[src/rtl/updown_count_ctrl.sv]
// updown_count_ctrl: command-driven sequencer for a modulo-i up/down counter.
// Accepts one "count N steps up/down" command at a time, steps once per clock,
// and reports wrap events and completion.
// Ports:
//   clk, rst              clock, asynchronous active-high reset
//   cmd_valid/cmd_ready   command handshake (ready only in IDLE)
//   cmd_dir, cmd_steps    1 = up / 0 = down, number of steps
//   abort                 cancel a running command (count held, no done)
//   pause                 stall a running command (only with COUNT_CTRL_PAUSE_EN)
//   count                 current count value, 0..i-1
//   busy, wrap, done      running flag, wrap pulse, completion pulse
// Optional feature macro: COUNT_CTRL_PAUSE_EN adds the pause input.
module updown_count_ctrl #(
    parameter int width  = 4,
    parameter int i      = 5,
    parameter int STEP_W = 8
) (
    input  logic              clk,
    input  logic              rst,
    input  logic              cmd_valid,
    output logic              cmd_ready,
    input  logic              cmd_dir,
    input  logic [STEP_W-1:0] cmd_steps,
    input  logic              abort,
`ifdef COUNT_CTRL_PAUSE_EN
    input  logic              pause,
`endif
    output logic [width-1:0]  count,
    output logic              busy,
    output logic              wrap,
    output logic              done
);
    typedef enum logic [1:0] {IDLE, RUN, DONE} state_t;

    localparam logic [width-1:0] MAX = width'(i - 1);

    state_t            state_q, state_d;
    logic [width-1:0]  count_q, count_d;
    logic [STEP_W-1:0] rem_q, rem_d;
    logic              dir_q, dir_d;
    logic              busy_q, busy_d;
    logic              wrap_q, wrap_d;
    logic              done_q, done_d;
    logic              hold;

`ifdef COUNT_CTRL_PAUSE_EN
    assign hold = pause;
`else
    assign hold = 1'b0;
`endif

    assign cmd_ready = (state_q == IDLE) && !rst;
    assign count     = count_q;
    assign busy      = busy_q;
    assign wrap      = wrap_q;
    assign done      = done_q;

    always_comb begin
        state_d = state_q;
        count_d = count_q;
        rem_d   = rem_q;
        dir_d   = dir_q;
        wrap_d  = 1'b0;
        done_d  = 1'b0;
        case (state_q)
            IDLE: if (cmd_valid && cmd_ready) begin
                dir_d   = cmd_dir;
                rem_d   = cmd_steps;
                state_d = (cmd_steps == '0) ? DONE : RUN;
            end
            RUN: if (abort) begin
                state_d = IDLE;
                rem_d   = '0;
            end else if (!hold) begin
                count_d = dir_q ? ((count_q == MAX) ? '0 : count_q + 1'b1)
                                : ((count_q == '0) ? MAX : count_q - 1'b1);
                wrap_d  = dir_q ? (count_q == MAX) : (count_q == '0);
                rem_d   = rem_q - 1'b1;
                state_d = (rem_q == 1) ? DONE : RUN;
            end
            // DONE spans two cycles: the first raises the registered done pulse,
            // the second (pulse visible) returns to IDLE.
            DONE: begin
                done_d  = !done_q;
                state_d = done_q ? IDLE : DONE;
            end
            default: state_d = IDLE;
        endcase
        busy_d = (state_d == RUN);
    end

    always_ff @(posedge clk or posedge rst) begin
        if (rst) begin
            state_q <= IDLE;
            count_q <= '0;
            rem_q   <= '0;
            dir_q   <= 1'b0;
            busy_q  <= 1'b0;
            wrap_q  <= 1'b0;
            done_q  <= 1'b0;
        end else begin
            state_q <= state_d;
            count_q <= count_d;
            rem_q   <= rem_d;
            dir_q   <= dir_d;
            busy_q  <= busy_d;
            wrap_q  <= wrap_d;
            done_q  <= done_d;
        end
    end
endmodule

[config.mk]
export PLATFORM = sky130hd
export DESIGN_NAME = updown_count_ctrl
export DESIGN_NICKNAME = d
export VERILOG_FILES = /design/src/rtl/updown_count_ctrl.sv
export SDC_FILE = /design/constraint.sdc
export NUM_CORES = 1
export LEC_CHECK = 0
export ABC_AREA = 1
export CAP_MARGIN = 10
export CELL_PAD_IN_SITES_DETAIL_PLACEMENT = 1
export CELL_PAD_IN_SITES_GLOBAL_PLACEMENT = 1
export CORE_MARGIN = 4
export CORE_UTILIZATION = 39
export CTS_CLUSTER_DIAMETER = 40
export DETAILED_ROUTE_END_ITERATION = 16
export HOLD_SLACK_MARGIN = 0.05
export PLACE_DENSITY = 0.92
export SYNTH_ARGS = -nofsm -noshare
export SYNTH_HDL_FRONTEND = slang
export SYNTH_SLANG_ARGS = --single-unit
[constraint.sdc]
create_clock -name clk -period 2.47 [get_ports clk]
set_input_delay 0.494 -clock clk [delete_from_list [all_inputs] [get_ports clk]]
set_output_delay 0.494 -clock clk [all_outputs]
set_load 0.01 [all_outputs]
==> impl_metrics.py, run 1 <==
metrics = {
    "floorplan": {
        "core_area_sq_um": 2781,
        "die-area_sq_um": 3870,
        "row_count": 19,
        "start_util": 0.4121,
        "die_h_microns": 62.21,
        "io_pins": 21,
        "die_x_microns": 62.21,
    },
    "clock_network": {
        "cts_htree_levels": 1,
        "cts_hold_buf": 0,
        "clk_latency_ps": 300,
        "cts-resized-gates": 0,
        "cts_tree": "yes",
        "clockBufferDepth": 2,
        "cts_num_sinks": 18,
        "clkSlewWorstSetupHoldPaths_ps": 100,
        "cts_inserted_buffers": 3,
        "root_buffer": "clkbuf_4",
        "post-cts-setup-buffers": 0,
    },
    "placement": {
        "io_buffers": 20,
        "gp_congestion": 0.8467,
        "dp_hpwl_mm": 2.404,
        "post-place-cells": 202,
        "post-place-ws_ps": 232.2,
        "place_area_sq_um": 1358,
    },
    "grt": {
        "grt.overflow.total": 0,
        "antenna_found_initial": 0,
        "grt_use_met3": 0.02342,
        "grt_pass1_wl_mm": 5.202,
        "grt_max_degree": 19,
        "use_met1": 0.1900,
        "grt_pass1_vias": 1145,
        "grtUsageTotal": 0.1663,
        "use_met2": 0.3057,
        "top_usage_layer": "met2",
    },
    "synthesis": {
        "synth-seq-cells": 18,
        "async_reset_ff_frac": 1.000,
        "synth_area_sq_um": 1146,
        "synth_ff_type": "dfrtp_1",
        "synth_warnings": 0,
        "synth.net_count": 171,
        "synth.most_common_cell": "nand2_1",
        "synth_commonest_cells": "28 x nand2_1, 22 x inv_1, 20 x o21ai_0, 19 x nor2_1, 18 x dfrtp_1",
        "ys_seq_area_frac": 0.3930,
        "synth_top_area_share": 0.3930,
        "synth_top_area_cell": "dfrtp_1",
        "synth_edf_count": 0,
        "syn_inst": 154,
        "syn_avg_cell_area_sq_um": 7.442,
        "synthDistinctLibCells": 23,
        "synth_area_leaders": "dfrtp_1 39%, nand2_1 9.2%, o21ai_0 8.7%",
    },
    "worst_setup_path": {
        "cp_max_fo": 3,
        "end_kind": "primary output",
        "critPathMaxStageDelay_ps": 580,
        "worst_setup_path_start_kind": "primary input",
        "timing.critical_path.required_ps": 1980,
        "arrival_ps": 1740,
        "critPathKind": "in2out",
        "path_buf_inv": 2,
        "cp_slowest_cell": "clkdlybuf4s50_1",
        "cp_cell_sequence": "clkdlybuf4s50_1 -> nor3_4 -> clkdlybuf4s50_1",
        "cpMostUsedCell": "clkdlybuf4s50_1",
        "crit_family": "buffers and inverters",
    },
    "timing": {
        "tightest_slew_ps": 741.8,
        "fmax_mhz": 447.4,
        "post-route-period-util": 0.9048,
        "slew_headroom": 0.5049,
        "hold_viol": 0,
        "tns_ps": 0,
        "rsz0062_at_grt": "no",
        "setup_viol": 0,
        "slew_viol_final": 0,
        "skew_ps": 2.561,
        "setup_ws_ps": 235.1,
        "min_period_ps": 2235,
    },
    "cells_and_area": {
        "area_delta_synth_final_pct": 20.41,
        "diodes": 0,
        "final_layout_size_suffix_gt1_frac": 0.06897,
        "final_cell_area_sq_um": 1380,
        "nets": 193,
        "fin_cells": 205,
        "nFillCells": 361,
    },
    "routing": {
        "firstDrtPassIters": 4,
        "route.vias.total": 1099,
        "wl_mm": 3.048,
        "drt_drc_violations_left": 0,
        "ant_nets": 0,
        "viasPerCell": 5.361,
        "drt_iter0_drc": 13,
        "post_drt_wl_per_cell_microns": 14.87,
    },
    "pwr": {
        "vdd.ir_drop.worst_v": 0.0005141,
        "finalPower_mw": 1.214,
        "leakagePower_nw": 0.6576,
        "p_per_area_nw_per_um2": 879.4,
    },
    "min_path": {
        "hold_class": "reg2reg",
    },
    "flow_run": {
        "maxCapViolCount": 0,
    },
    "outcome": {
        "run_status": "completed",
    },
}
-- placed cells by master, fill, tap and decap left out, types with 4 or more instances in the layout --
cell / n
a21oi_1: 7
clkdlybuf4s50_1: 20
dfrtp_1: 18
ha_1: 4
inv_1: 22
nand2_1: 28
nand3_1: 16
nor2_1: 19
o21ai_0: 20
-- cells by family after synthesis --
group                      after synthesis  share of synthesized area
DFF                                     18                     0.3930
buffers and inverters                   27                     0.1048
xor gates and xnor gates                 3                    0.02293
adders and majority gates                4                    0.04367
and+or+nand+nor                         70                     0.2860
AOI/OAI and AO/OA                       32                     0.1496
-- path summary, 6_finish.rpt --
path	startpoint	end	slack, ps	cells past startpoint
min in group asynchronous	rst	busy	690	2
max in group asynchronous	rst	rem_q[4]	1310	2
worst min register to register	done	done	460	1
worst max-delay path	rst	cmd_ready	240	3
worst max register to register	count[0]	count[2]	810	9
worst min-delay path	done	done	460	1
-- power by group --
group          switching [mW]  total [mW]  leakage [nW]  internal, mW
Sequential              0.104       0.483         0.224         0.378
Clock                  0.0947       0.152        0.0138        0.0570
Combinational           0.341       0.579         0.420         0.239
-- sequential cells by signal, indices dropped and copies added (netlist names) --
| register | cells |
|---|---|
| wrap | 1 |
| done | 1 |
| dir_q | 1 |
| rem_q | 8 |
| count | 4 |
| state_q | 2 |
| busy | 1 |
-- stage by stage --
step	utilization	hold slack [ps]
finish	0.4962	455.2
detailed placement	0.4881	442.4
floorplan	-	432.6
global placement	0.4881	435.9
CTS	0.4962	456.9
global route	0.4962	479.7
-- worst reg2reg max path, stage by stage (launching register included) --
cell and delay [ps]:
dfrtp_1 430, inv_1 170, ha_1 260, nand2_1 70, o21ai_0 260, inv_1 110
nand2_1 80, nand2_1 50, nand2_1 50, o21ai_0 70
-- area by class of cell --
| class | count | area (sq um) | share of cell area |
|---|---|---|---|
| Sequential cell | 18 | 450.4 | 0.3264 |
| Clock buffer | 3 | 22.52 | 0.01632 |
| Inverter | 24 | 92.59 | 0.06709 |
| Timing Repair Buffer | 20 | 200.2 | 0.1451 |
| Tap cell | 31 | 38.79 | 0.02811 |
| Multi-Input combinational cell | 109 | 575.6 | 0.4170 |
-- metal layers --
layer  vias to the layer above  part of all wire
li1                        534                 -
met1                       543              0.43
met2                        17              0.53
met3                         5             0.027
met4                         0             0.018
met5                         -                 0
Note: power is estimated with default switching activity, not from simulation.
==> run 2, diff against run 1 <==
--- a/config.mk
+++ b/config.mk
@@ -13,6 +13,7 @@
 export CORE_UTILIZATION = 39
 export CTS_CLUSTER_DIAMETER = 40
 export DETAILED_ROUTE_END_ITERATION = 16
+export GPL_ROUTABILITY_DRIVEN = 1
 export HOLD_SLACK_MARGIN = 0.05
 export PLACE_DENSITY = 0.92
 export SYNTH_ARGS = -nofsm -noshare
==> results of run 2 <==
No change in the layout: final DEF, timing and power equal those of run 1.
